<file path="src/rtl/instr_fetch_unit_pkg.sv">
// Shared definitions for the instruction prefetch stage: bus FSM encoding and address constants.
package instr_fetch_unit_pkg;

    typedef enum logic [1:0] {
        ST_IDLE = 2'd0,
        ST_WAIT = 2'd1,
        ST_DROP = 2'd2
    } fetch_state_e;

    localparam logic [31:0] RESET_PC_DEFAULT = 32'h0000_0000;
    localparam logic [31:0] WORD_STRIDE      = 32'd4;

    function automatic logic [31:0] word_align(input logic [31:0] addr);
        return {addr[31:2], 2'b00};
    endfunction

endpackage

</file>
<file path="src/rtl/instr_fetch_unit_if.sv">
// Instruction-memory bus: single outstanding request on req/gnt, in-order rvalid/rdata return.
interface instr_fetch_unit_if;
    logic        imemReq;
    logic [31:0] imemAddr;
    logic        imemGnt;
    logic        imemRvalid;
    logic [31:0] imemRdata;

    modport master (output imemReq, imemAddr, input imemGnt, imemRvalid, imemRdata);
    modport slave  (input imemReq, imemAddr, output imemGnt, imemRvalid, imemRdata);
endinterface

</file>
<file path="src/rtl/instr_fetch_unit_fetch_queue.sv">
// Circular prefetch FIFO of {addr, data} pairs with head and head+1 read ports for tag lookup.
module fetch_queue #(
    parameter int DEPTH = 4
) (
    input  logic                    clk,
    input  logic                    rst,
    input  logic                    push,
    input  logic [31:0]             push_addr,
    input  logic [31:0]             push_data,
    input  logic                    pop,
    input  logic                    flush,
    output logic [$clog2(DEPTH):0]  count,
    output logic [31:0]             head_addr,
    output logic [31:0]             head_data,
    output logic [31:0]             sec_addr,
    output logic [31:0]             sec_data
);
    localparam int AW = $clog2(DEPTH);

    logic [31:0]   addr_mem_q [DEPTH];
    logic [31:0]   addr_mem_d [DEPTH];
    logic [31:0]   data_mem_q [DEPTH];
    logic [31:0]   data_mem_d [DEPTH];
    logic [AW-1:0] rd_ptr_q, rd_ptr_d;
    logic [AW-1:0] wr_ptr_q, wr_ptr_d;
    logic [AW-1:0] sec_ptr;
    logic [AW:0]   count_q, count_d;
    logic          push_ok, pop_ok;

    assign push_ok = push && (count_q != (AW+1)'(DEPTH));
    assign pop_ok  = pop && (count_q != '0);
    assign sec_ptr = rd_ptr_q + AW'(1);

    always_comb begin
        addr_mem_d = addr_mem_q;
        data_mem_d = data_mem_q;
        rd_ptr_d   = rd_ptr_q;
        wr_ptr_d   = wr_ptr_q;
        count_d    = count_q;
        if (flush) begin
            rd_ptr_d = '0;
            wr_ptr_d = '0;
            count_d  = '0;
        end else begin
            if (push_ok) begin
                addr_mem_d[wr_ptr_q] = push_addr;
                data_mem_d[wr_ptr_q] = push_data;
                wr_ptr_d             = wr_ptr_q + AW'(1);
            end
            if (pop_ok) begin
                rd_ptr_d = rd_ptr_q + AW'(1);
            end
            count_d = count_q + (AW+1)'(push_ok) - (AW+1)'(pop_ok);
        end
    end

    always_ff @(posedge clk) begin
        if (!rst) begin
            rd_ptr_q <= '0;
            wr_ptr_q <= '0;
            count_q  <= '0;
        end else begin
            rd_ptr_q <= rd_ptr_d;
            wr_ptr_q <= wr_ptr_d;
            count_q  <= count_d;
        end
    end

    // Entry contents are don't-care after reset; count gates every use.
    always_ff @(posedge clk) begin
        addr_mem_q <= addr_mem_d;
        data_mem_q <= data_mem_d;
    end

    assign count     = count_q;
    assign head_addr = addr_mem_q[rd_ptr_q];
    assign head_data = data_mem_q[rd_ptr_q];
    assign sec_addr  = addr_mem_q[sec_ptr];
    assign sec_data  = data_mem_q[sec_ptr];

endmodule

</file>
<file path="src/rtl/instr_fetch_unit.sv">
// Instruction prefetch stage: tag lookup against pcIn, redirect detection and the
// single-outstanding-request bus FSM.
//   state   | meaning
//   ST_IDLE | no request outstanding
//   ST_WAIT | one request outstanding, response will be queued
//   ST_DROP | one request outstanding, response will be discarded
module instr_fetch_unit
    import instr_fetch_unit_pkg::*;
#(
    parameter int          DEPTH    = 4,
    parameter logic [31:0] RESET_PC = RESET_PC_DEFAULT
) (
    input  logic                       clk,
    input  logic                       rst,
    input  logic [31:0]                pcIn,
    output logic [31:0]                instr,
    output logic                       ifValid,
    instr_fetch_unit_if.master         imem
);
    localparam int CW = $clog2(DEPTH) + 1;

    fetch_state_e state_q, state_d;
    logic [31:0]  fetch_addr_q, fetch_addr_d;
    logic [31:0]  inflight_addr_q, inflight_addr_d;

    logic [CW-1:0] count;
    logic [31:0]   head_addr, head_data, sec_addr, sec_data;
    logic          has1, has2, head_hit, sec_hit, pending, redirect;
    logic          room, issue, grant, push;

    fetch_queue #(.DEPTH(DEPTH)) u_queue (
        .clk       (clk),
        .rst       (rst),
        .push      (push),
        .push_addr (inflight_addr_q),
        .push_data (imem.imemRdata),
        .pop       (sec_hit),
        .flush     (redirect),
        .count     (count),
        .head_addr (head_addr),
        .head_data (head_data),
        .sec_addr  (sec_addr),
        .sec_data  (sec_data)
    );

    assign has1     = (count != '0);
    assign has2     = (count > CW'(1));
    assign head_hit = has1 && (head_addr == pcIn);
    assign sec_hit  = !head_hit && has2 && (sec_addr == pcIn);
    // Pending means the word is on its way; anything else is a redirect.
    assign pending  = !head_hit && !sec_hit &&
                      ((has1 && (pcIn == head_addr + WORD_STRIDE)) ||
                       (!has1 && (((state_q == ST_WAIT) && (pcIn == inflight_addr_q)) ||
                                  (pcIn == fetch_addr_q))));
    assign redirect = !head_hit && !sec_hit && !pending;

    assign room  = (int'(count) + int'(state_q != ST_IDLE)) < DEPTH;
    assign issue = ((state_q == ST_IDLE) || ((state_q == ST_WAIT) && imem.imemRvalid)) &&
                   !redirect && room;

    assign imem.imemReq  = issue && rst;
    assign imem.imemAddr = word_align(fetch_addr_q);
    assign grant         = imem.imemReq && imem.imemGnt;

    assign ifValid = (head_hit || sec_hit) && rst;
    assign instr   = !rst    ? 32'h0 :
                     head_hit ? head_data :
                     sec_hit  ? sec_data  : 32'h0;

    always_comb begin
        state_d         = state_q;
        fetch_addr_d    = fetch_addr_q;
        inflight_addr_d = inflight_addr_q;
        push            = 1'b0;
        case (state_q)
            ST_IDLE: begin
                if (grant) state_d = ST_WAIT;
            end
            ST_WAIT: begin
                if (imem.imemRvalid) begin
                    push    = !redirect;
                    state_d = grant ? ST_WAIT : ST_IDLE;
                end else if (redirect) begin
                    state_d = ST_DROP;
                end
            end
            ST_DROP: begin
                if (imem.imemRvalid) state_d = ST_IDLE;
            end
            default: state_d = ST_IDLE;
        endcase
        if (grant) begin
            fetch_addr_d    = fetch_addr_q + WORD_STRIDE;
            inflight_addr_d = fetch_addr_q;
        end
        if (redirect) begin
            fetch_addr_d = pcIn;
        end
    end

    always_ff @(posedge clk) begin
        if (!rst) begin
            state_q         <= ST_IDLE;
            fetch_addr_q    <= RESET_PC;
            inflight_addr_q <= RESET_PC;
        end else begin
            state_q         <= state_d;
            fetch_addr_q    <= fetch_addr_d;
            inflight_addr_q <= inflight_addr_d;
        end
    end

endmodule

</file>
<file path="src/flat_wrapper.sv">
// flat-port wrapper written by rule: the top's interface ports become plain ports
module instr_fetch_unit_flat import instr_fetch_unit_pkg::*;
#(
    parameter int          DEPTH    = 4,
    parameter logic [31:0] RESET_PC = RESET_PC_DEFAULT
)
  (clk, rst, pcIn, instr, ifValid, imem_imemReq, imem_imemAddr, imem_imemGnt, imem_imemRvalid, imem_imemRdata);
  instr_fetch_unit_if imem_i ();
  input  logic clk;
  input  logic rst;
  input  logic [31:0] pcIn;
  output logic [31:0] instr;
  output logic ifValid;
  output wire logic [$bits(imem_i.imemReq)-1:0] imem_imemReq;
  output wire logic [$bits(imem_i.imemAddr)-1:0] imem_imemAddr;
  input wire logic [$bits(imem_i.imemGnt)-1:0] imem_imemGnt;
  input wire logic [$bits(imem_i.imemRvalid)-1:0] imem_imemRvalid;
  input wire logic [$bits(imem_i.imemRdata)-1:0] imem_imemRdata;
  assign imem_imemReq = imem_i.imemReq;
  assign imem_imemAddr = imem_i.imemAddr;
  assign imem_i.imemGnt = imem_imemGnt;
  assign imem_i.imemRvalid = imem_imemRvalid;
  assign imem_i.imemRdata = imem_imemRdata;
  instr_fetch_unit #(.DEPTH(DEPTH), .RESET_PC(RESET_PC)) u_core (.clk(clk), .rst(rst), .pcIn(pcIn), .instr(instr), .ifValid(ifValid), .imem(imem_i));
endmodule
</file>
<file path="config.mk">
export PLATFORM = sky130hd
export DESIGN_NAME = instr_fetch_unit_flat
export DESIGN_NICKNAME = d
export VERILOG_FILES = /design/src/rtl/instr_fetch_unit_pkg.sv /design/src/rtl/instr_fetch_unit_if.sv /design/src/rtl/instr_fetch_unit_fetch_queue.sv /design/src/rtl/instr_fetch_unit.sv /design/src/flat_wrapper.sv
export SDC_FILE = /design/constraint.sdc
export NUM_CORES = 1
export LEC_CHECK = 0
export CAP_MARGIN = 10
export CORE_UTILIZATION = 40
export DETAILED_ROUTE_END_ITERATION = 10
export SYNTH_ARGS = -nofsm -noshare
export SYNTH_HDL_FRONTEND = slang
export SYNTH_HIERARCHICAL = 1
export SYNTH_SLANG_ARGS = --single-unit
</file>
<file path="constraint.sdc">
create_clock -name clk -period 12.8 [get_ports clk]
set_input_delay 1.92 -clock clk [delete_from_list [all_inputs] [get_ports clk]]
set_output_delay 1.92 -clock clk [all_outputs]
set_load 0.01 [all_outputs]
</file>
# Yosys cells after proc, flatten, opt, wreduce, memory -nomap -nowiden
# Cells that the tools add are included.
# classes
n_reduce_logical,34
n_mul,0
n_addsub,7
n_eq_ne,11
div,0
bitwise_logic,5
muxes,29
n_shift,0
magnitude_cmp,6
# op_table
op,count
two-way mux 32 bit,14
binary-select mux 32 bit (select 2 bit),4
bitwise mux 128 bit,2
equality test 32 bit,5
"adder 32 x 3 -> 32 bit, second input constant",2
demux 32 bit (select 2 bit),1
"< comparator 32 x 4 -> 1 bit, second input constant",1
logical AND 1 bit,18
">= comparator 3 bit, second input constant",3
NOT 2 -> 3 bit,3
two-way mux 2 bit,4
one-hot mux 2 bit (3 select lines),1
zero test 1 bit,5
"adder 2 x 1 -> 2 bit, second input constant",2
adder 3 x 1 -> 4 bit,1
logical OR 1 bit,4
nonzero test 2 bit,2
adder 3 x 1 -> 3 bit,1
"> comparator 3 x 1 -> 1 bit, second input constant",1
"< comparator 3 x 1 -> 1 bit, second input constant",1
two-way mux 1 bit,3
"inequality test 3 x 2 -> 1 bit, second input constant",1
"inequality test 3 bit, second input constant",1
AND reduction 3 bit,1
other kinds (10),11
# totals
regBits,329
latchBits,0
ramBits,0
input_bits,68
rom_bits,0
out_inout_bits,66
n_memories,0

# Longest topological paths before layout
# Gate-level depths: netlist (run 1).
# logic_depth
depth_word,22
mapped_depth,24
depth_no_buf,19

# Cells and area by module
# Netlist (run 1), hierarchy kept.
# by_module_without_submodules
mod,seq_area_each_um2,area_per_inst_um2,cells_per_inst,n_inst
fetch_queue,7827.5,11263.3,459,1
instr_fetch_unit,1321.3,6508.7,878,1

# Least setup slack after synthesis (run 1)
# No wires, ideal clock.
# synth_path
path_type,input to register
from,input port pcIn[1]
to,"register u_core/u_queue/addr_mem_q[0] in the netlist's numbering, enable pin"
cell_stages,12
path_slack_ns,2.966
arrival_ns,9.256
n_path_buf,2
path_cell_list,buf_2 xor2_1 or3_4 nor3_2 nand4_1 or4_1 or4b_4 nand2_4 buf_2 and3_1 nand2_1 nor3b_1
# synth_between
elab_chain_cells,15
elab_cells_between_ends,25
cone_classes,eq/ne (5); mux (2); bitwise (1); reduce/logical (17)
# synth_rtl
element,line_no,text
start: declaration,flat_wrapper.sv:11,input logic [31:0] pcIn;
equality test 32 bit,instr_fetch_unit.sv:48,assign head_hit = has1 && (head_addr == pcIn);
logical AND 1 bit,instr_fetch_unit.sv:48,
zero test 1 bit,"instr_fetch_unit.sv:49, instr_fetch_unit.sv:51, instr_fetch_unit.sv:55",
logical AND 1 bit (2 in series),instr_fetch_unit.sv:49,assign sec_hit = !head_hit && has2 && (sec_addr == pcIn);
zero test 1 bit,"instr_fetch_unit.sv:51, instr_fetch_unit.sv:55",
logical AND 1 bit,"instr_fetch_unit.sv:51, instr_fetch_unit.sv:55",
logical AND 1 bit,instr_fetch_unit.sv:51,assign pending = !head_hit && !sec_hit &&
zero test 1 bit,instr_fetch_unit.sv:55,assign redirect = !head_hit && !sec_hit && !pending;
logical AND 1 bit *,instr_fetch_unit.sv:55,
zero test 1 bit *,instr_fetch_unit.sv:81,push = !redirect;
two-way mux 1 bit *,instr_fetch_unit.sv:80,if (imem.imemRvalid) begin
two-way mux 1 bit *,instr_fetch_unit.sv:75,case (state_q)
via u_core.push,instr_fetch_unit.sv:29,"logic room, issue, grant, push;"
logical AND 1 bit *,instr_fetch_unit_fetch_queue.sv:30,assign push_ok = push && (count_q != (AW+1)'(DEPTH));
AND reduction 2 bit (no source line) *,--,
end signal: assignment,instr_fetch_unit_fetch_queue.sv:71,addr_mem_q <= addr_mem_d;
end: declaration,instr_fetch_unit_fetch_queue.sv:20,logic [31:0] addr_mem_q [DEPTH];
# The timed path passes the listed nets; every way through them passes the cells marked *.
# A chain may end at the register's enable or synchronous reset.

# Final worst setup path (run 1)
# layout_path
from,register u_core.u_queue.rd_ptr_q[0]
to,output port imem_imemReq
# layout_between
elab_chain_cells,18
elab_cells_between_ends,28
cone_classes,add/sub (2); eq/ne (3); mux (6); bitwise (2); reduce/logical (15)
# layout_rtl
element,line_no,text
start: declaration,instr_fetch_unit_fetch_queue.sv:24,"logic [AW-1:0] rd_ptr_q, rd_ptr_d;"
start signal: assignment,instr_fetch_unit_fetch_queue.sv:63,rd_ptr_q <= rd_ptr_d;
NOT 2 -> 3 bit (not written as such) *,instr_fetch_unit_fetch_queue.sv:76,assign head_addr = addr_mem_q[rd_ptr_q];
binary-select mux 32 bit (select 2 bit) *,instr_fetch_unit_fetch_queue.sv:76,
two-way mux 32 bit (not written as such) * (2 in series),instr_fetch_unit_fetch_queue.sv:76,
via u_core.head_addr[0],instr_fetch_unit.sv:27,"logic [31:0] head_addr, head_data, sec_addr, sec_data;"
"parallel branches: the longest is 9 deep, another holds adder 32 x 3 -> 32 bit",--,
logical AND 1 bit *,instr_fetch_unit.sv:55,
zero test 1 bit *,instr_fetch_unit.sv:59,!redirect && room;
logical AND 1 bit *,instr_fetch_unit.sv:58,assign issue = ((state_q == ST_IDLE) || ((state_q == ST_WAIT) && imem.imemRvalid)) &&
logical AND 1 bit *,instr_fetch_unit.sv:59,
logical AND 1 bit *,instr_fetch_unit.sv:61,assign imem.imemReq = issue && rst;
end: declaration,flat_wrapper.sv:14,output wire logic [$bits(imem_i.imemReq)-1:0] imem_imemReq;
# Mark *: on every way through the listed nets, which the timed path passes. The select of a mux whose other input is x is not followed.

==> metrics.md, run 1 <==
| Metric | Value |
|---|---|
| Sink Count | 329 |
| All-Layer GR Usage | 22.5% |
| Minimum clock period | 8.77 ns |
| Syn avg cell area | 13.3 um^2 |
| Die Wd | 213 um |
| Logic gate share of total power | 4.7% |
| Die area | 45,300 um^2 |
| Worst setup EP type | primary output |
| FF-to-FF End | u_core/u_queue/count[2]$_SDFF_PP0_ |
| Worst-Margin Slew | 1.23 ns |
| Power Internal | 1910 uW |
| Final Power | 2430 uW |
| Sequential area share after synthesis | 51.5% |
| Slew Viols, Final | 0 |
| Commonest cells in the netlist | edfxtp_1 (256), nand2_1 (141), xor2_1 (135) |
| Core Rows | 76 |
| Clk_skew | 0.0117 ns |
| Max-cap violations | 0 |
| Nets | 1,463 |
| Synth top area share | 43.3% |
| TritonCTS clock tree | yes |
| First-pass GRT wire length | 74.0 mm |
| Gpl congestion | 0.954 |
| Post-synthesis register bit count | 329 |
| RSZ-0062 raised after global routing | false |
| Number of diodes | 0 |
| Largest cells by area after synthesis | edfxtp_1 (43%), mux4_2 (16%), dfxtp_1 (8.2%), xor2_1 (6.7%), nand2_1 (3.0%) |
| Rel. slew slack | 17.6% |
| Antenna violations before repair | 1 |
| Routed Antenna Nets | 0 |
| Overflow left after global routing | 0 |
| Largest net degree at the start of global routing | 84 |
| Vias in the first global route | 11.4k |
| Critical path fanouts, max | 62 |
| Crit-path max cell delay | 0.89 ns |
| H-tree levels | 2 |
| Initial Util | 40.9% |
| Via-per-instance ratio | 5.75 |
| Setup Crit Path Kind | reg -> out |
| CTS Buf Count | 37 |
| Hold Violations, Final | 0 |
| Layout cells sized above 1 | 16.0% |
| Cell chain of the critical path | buf_4 -> buf_4 -> mux4_2 -> xor2_1 -> or3_4 -> nor3_2 -> nand4_1 -> or4_1 -> or4b_4 -> nand2_4 -> inv_4 -> nor2_1 -> clkdlybuf4s50_1 |
| Die H | 213 um |
| Reg2reg start | u_core/u_queue/rd_ptr_q[0]$_SDFFE_PP0P_ |
| VDD IR max | 0.105 mV |
| Power Density | 119 nW/um^2 |
| Setup crit end | imem_imemReq |
| Post-Synthesis Cells | 1,337 |
| Core Box Area | 43,500 um^2 |
| Seq pwr share | 47.7% |
| Power share of the clock group | 47.6% |
| Most used flip-flop cell after synthesis | edfxtp_1 |
| HP Class | reg -> reg |
| Status | completed |
| Most used cell, CP | buf_4 |
| Design area | 20,500 um^2 |
| CP Launch Point | u_core/u_queue/rd_ptr_q[0]$_SDFFE_PP0P_ |
| IO Port Bufs | 131 |
| Slowest-stage cell, CP | buf_4 |
| Post-synth EDFFs | 256 |
| Sw Ratio | 21.4% |
| Final Cycle Share | 68.5% |
| Top-count cell post-synth | edfxtp_1 |
| Routed wire length | 49.7 mm |
| Synth async-reset ratio | 0% |
| Detailed Route Iter0 Violations | 1,018 |
| CTS hold repair buffers | 0 |
| Finish-stage setup viols | 0 |
| I/O pins | 134 |
| Post-CTS Resized | 0 |
| NetSw | 522 uW |
| Pleak | 0.00699 uW |
| First-pass iteration count of the detailed router | 5 |
| Fmax | 0.114 GHz |
| Setup bufs post-CTS | 0 |
| R2r setup slk | 5.47 ns |
| Longest Clk Path Bufs | 3 |
| Clk slew on worst S/H paths | 0.06 ns |
| Synth cell types | 61 |
| Fin util | 47.1% |
| # DRC | 0 |
| Worst Path Required | 10.88 ns |
| HPWL after DPL | 34.3 mm |
| Arr. time, crit path | 6.85 ns |
| Syn Std Cell Area | 17,800 um^2 |
| Setup crit start kind | register |
| Placement Cell Area | 19,100 um^2 |
| Layout area overhead | 15.3% |
| CTS root buf | clkbuf_16 |
| Synth warn | 6 |
| Setup_tns | 0 ns |
| Worst reg2reg path depth | 20 |
| Vias | 11.5k |
| Synth area leader | edfxtp_1 |
| Worst skew pair latency | 0.56 ns |
| WL/cell | 24.8 um |
==> routing by layer <==
| layer | share of wire (%) | GRT usage (%) | routed length, um |
|---|---|---|---|
| met5 | 0.026 | 0 | 13 |
| met4 | 2.8 | 6.95 | 1390 |
| met1 | 42 | 30.6 | 21000 |
| met3 | 7.3 | 4.72 | 3630 |
| met2 | 47 | 36.0 | 23600 |
==> cell families after synthesis <==
logic type / synth area share [%]
AND/OR/NAND/NOR: 10.9
flip-flops: 51.5
other: 0.0211
multiplexers: 18.8
XOR/XNOR: 8.58
AO/OA/AOI/OAI: 4.31
adder cells (fa/ha/maj): 0.676
buffers and inverters: 5.25
==> worst min path at each step <==
| stage | start | endpoint | cells after the start |
|---|---|---|---|
| after floorplan | u_core/fetch_addr_q[0]$_SDFFE_PN0P_ | u_core/fetch_addr_q[0]$_SDFFE_PN0P_ | 2 |
| after global placement | u_core/fetch_addr_q[1]$_SDFFE_PN0P_ | u_core/fetch_addr_q[1]$_SDFFE_PN0P_ | 2 |
| after CTS | u_core/fetch_addr_q[1]$_SDFFE_PN0P_ | u_core/fetch_addr_q[1]$_SDFFE_PN0P_ | 2 |
| final | u_core/fetch_addr_q[1]$_SDFFE_PN0P_ | u_core/fetch_addr_q[1]$_SDFFE_PN0P_ | 2 |
| after detailed placement | u_core/fetch_addr_q[1]$_SDFFE_PN0P_ | u_core/fetch_addr_q[1]$_SDFFE_PN0P_ | 2 |
| after global routing | u_core/fetch_addr_q[0]$_SDFFE_PN0P_ | u_core/fetch_addr_q[0]$_SDFFE_PN0P_ | 2 |
==> sequential cells by signal, summed over array words and instances, names as in the netlist <==
| signal | count |
|---|---|
| u_core/u_queue/addr_mem_q | 128 |
| u_core/u_queue/data_mem_q | 128 |
| u_core/fetch_addr_q | 32 |
| u_core/inflight_addr_q | 32 |
| u_core/u_queue/count | 3 |
| u_core/state_q | 2 |
| u_core/u_queue/rd_ptr_q | 2 |
| u_core/u_queue/wr_ptr_q | 2 |
==> power groups by stage <==
stage / sequential [uW] / clock, uW / combinational, uW
2_1_floorplan: 1180 / 0 / 65.3
3_5_place_dp: 1180 / 0 / 115
5_1_grt: 1160 / 1220 / 123
3_3_place_gp: 1180 / 0 / 115
6_report: 1160 / 1160 / 115
4_1_cts: 1160 / 1180 / 116
==> cell type report <==
type	instances	area (um^2)
inverters	17	66.3
clock buffers	50	1040
repair buffers	149	1440
fillers	3822	23000
flip-flops and latches	329	9160
multi-input cells	852	7750
well taps	585	732
clock inverters	18	303
==> cell usage in the layout, fill, tap and decap left out, types with 3 or more instances in the layout <==
cell type,synthesis,layout
edfxtp_1,256,256
nand2_1,141,141
xor2_1,135,135
clkdlybuf4s50_1,0,130
mux4_2,128,128
dfxtp_1,73,71
nand3_1,68,68
mux2i_1,46,46
a21oi_1,43,43
xnor2_1,39,39
clkbuf_16,0,38
nor4_1,29,29
o21ai_0,26,26
nand4_1,23,23
nor2_1,23,23
nor3_1,20,20
buf_4,39,19
o211a_1,17,17
and3_1,16,16
inv_1,16,15
and2_1,10,10
clkbuf_1,55,8
ha_1,8,8
bufinv_16,0,7
and4_1,7,7
nor4b_1,7,6
a211oi_1,6,6
nor2b_1,5,5
clkinvlp_4,0,4
clkbuf_8,0,4
nor3b_2,0,4
clkinv_1,0,3
or4_1,4,3
or3_1,3,3
o22ai_1,3,3
o211ai_1,3,3
nand2b_1,3,3
a31oi_1,3,3
==> through the flow <==
step | hold slack (ns) | setup WS [ns] | std cells
3_5_place_dp | 0.501 | 4.49 | 1932
3_3_place_gp | 0.486 | 4.54 | 1932
4_1_cts | 0.509 | 3.88 | 2000
2_1_floorplan | 0.469 | 2.97 | 1338
6_report | 0.508 | 4.03 | 2000
5_1_grt | 0.543 | 3.48 | 2000
==> critical path: cells and delay by family (launching register included) <==
kind          cells  cell delay [ns]
buf+inv           4             2.34
simple gates      7             2.31
flops             1             0.74
mux               1             0.61
xor+xnor          1             0.17
Power figures use the tool's default switching activity.
==> run 2, diff against run 1 <==
==> constraint.sdc (replaced) <==
create_clock -name clk -period 8.3 [get_ports clk]
set_input_delay 1.245 -clock clk [delete_from_list [all_inputs] [get_ports clk]]
set_output_delay 1.245 -clock clk [all_outputs]
set_load 0.01 [all_outputs]
==> run 2 against run 1 <==
Clock skew is 0.012 ns higher. Critical path depth stayed put. Critical path type unchanged. Setup slack worse by 2.9 ns. First-iteration DRC count is 14% lower. Global-route usage is 0.10 points lower. Flip-flop and latch count stayed put. Count of clock-buffer cells in the layout is 1 higher. Final cell count is 0.40% higher. Worst hold slack worse by 0.0027 ns. Power is 46% higher. Clock power is 36% higher. Critical endpoint unchanged.
==> metrics.md, run 2 (synthesis gave the netlist of run 1 again) <==
| Metric | Value |
|---|---|
| Status | completed |
| Setup crit start kind | register |
| Gpl congestion | 0.918 |
| Routed Antenna Nets | 0 |
| Layout area overhead | 14.7% |
| Setup Crit Path Kind | reg -> out |
| Final Cycle Share | 86.1% |
| First-pass iteration count of the detailed router | 5 |
| Antenna violations before repair | 3 |
| H-tree levels | 2 |
| # DRC | 0 |
| All-Layer GR Usage | 22.4% |
| Die H | 213 um |
| Routed wire length | 49.8 mm |
| Power Density | 174 nW/um^2 |
| Most common cell after layout, fill and taps aside | edfxtp_1 |
| Via-per-instance ratio | 5.74 |
| I/O pins | 134 |
| HPWL after DPL | 34.6 mm |
| Core Rows | 76 |
| Detailed Route Iter0 Violations | 879 |
| Sink Count | 329 |
| Final hold slack | 0.505 ns |
| TritonCTS clock tree | yes |
| Minimum clock period | 7.15 ns |
| CTS root buf | clkbuf_16 |
| First-pass GRT wire length | 73.9 mm |
| Worst Path Required | 7.05 ns |
| Arr. time, crit path | 5.90 ns |
| Longest Clk Path Bufs | 3 |
| Setup bufs post-CTS | 0 |
| Slew Viols, Final | 0 |
| Initial Util | 40.9% |
| Die area | 45,300 um^2 |
| VDD IR max | 0.128 mV |
| Worst skew pair latency | 0.58 ns |
| Rel. slew slack | 24.5% |
| Final Power | 3550 uW |
| Max-cap violations | 0 |
| Largest net degree at the start of global routing | 63 |
| Vias in the first global route | 11.6k |
| Slowest-stage cell, CP | dfxtp_4 |
| Biggest regs | u_core/u_queue/addr_mem_q x128, u_core/u_queue/data_mem_q x128 |
| Critical path fanouts, max | 39 |
| CTS hold repair buffers | 0 |
| RSZ-0062 raised after global routing | false |
| Fmax | 0.140 GHz |
| Core Box Area | 43,500 um^2 |
| Commonest cells after routing, fill and taps aside | edfxtp_1 (256), nand2_1 (141), xor2_1 (135) |
| WP depth | 13 |
| DP Cell Count | 1,937 |
| Fin util | 46.9% |
| Fill cell count | 3,838 |
| Hold Violations, Final | 0 |
| Worst reg2reg path depth | 20 |
| Post-CTS Resized | 0 |
| CTS Buf Count | 38 |
| Clk slew on worst S/H paths | 0.06 ns |
| Crit-path max cell delay | 0.72 ns |
| Cell chain of the critical path | buf_4 -> mux4_2 -> xnor2_1 -> nor4b_1 -> nand4_1 -> nor4_4 -> buf_4 -> nor2_1 -> and2_1 -> nand2_4 -> inv_4 -> nor2_1 -> clkdlybuf4s50_1 |
| WL/cell | 24.8 um |
| HP Class | reg -> reg |
| Layout cells sized above 1 | 16.0% |
| Pleak | 0.00696 uW |
| Nets | 1,469 |
| Critical path's top delay family | simple AND/OR/NAND/NOR gates |
| Clk_skew | 0.0238 ns |
| IO Port Bufs | 131 |
| Worst hold path cell count | 2 |
| WP buf/inv | 4 |
| Worst setup EP type | primary output |
| Vias | 11.5k |
| Non-filler cells, final | 2,008 |
| Worst-Margin Slew | 1.12 ns |
| Die Wd | 213 um |
| Finish-stage setup viols | 0 |
| Overflow left after global routing | 0 |
| Setup_tns | 0 ns |
## run 2: power breakdown
part | internal, uW | switching (uW)
logic | 76.4 | 101
clock network | 898 | 682
registers | 1770 | 21.2
## run 2: layer usage
layer | wire (um) | global-route usage (%) | share of wire, % | vias up
met5 | 26 | 0 | 0.052 | -
met4 | 1410 | 7.96 | 2.8 | 4
met3 | 3480 | 3.93 | 7.0 | 76
met2 | 23700 | 36.1 | 48 | 438
met1 | 21200 | 30.4 | 43 | 5845
li1 | - | - | - | 5156
## run 2: path summary, 6_finish.rpt
path	startpoint	end	slack [ns]
hold reg to reg	u_core/fetch_addr_q[0]$_SDFFE_PN0P_	u_core/fetch_addr_q[0]$_SDFFE_PN0P_	0.50
setup / recovery	u_core/u_queue/rd_ptr_q[1]$_SDFFE_PP0P_	imem_imemReq	1.15
setup reg to reg	u_core/u_queue/rd_ptr_q[1]$_SDFFE_PP0P_	u_core/u_queue/count[2]$_SDFF_PP0_	1.90
hold / removal	u_core/fetch_addr_q[0]$_SDFFE_PN0P_	u_core/fetch_addr_q[0]$_SDFFE_PN0P_	0.50
## run 2: final cells by class
class	count	area, um^2	area share (%)
Sequential cell	329	9160	44.9
Multi-Input combinational cell	852	7750	38.0
Timing Repair Buffer	154	1490	7.33
Clock buffer	51	1010	4.96
Tap cell	585	732	3.59
Clock inverter	19	164	0.804
Inverter	17	66.3	0.325
Antenna cell	1	2.50	0.0123
## run 2: through the flow
stage | worst slack (ns) | cell area (um^2)
floorplan | -0.961 | 17800
global placement | 1.48 | 19200
detailed placement | 1.46 | 19200
CTS | 1.09 | 20400
global route | 0.863 | 20400
finish | 1.15 | 20400
## run 2: worst min-delay path, stage by stage, from the launching register on
cell     delay [ns]
dfxtp_1        0.31
nand2_1        0.08
mux2i_1        0.06
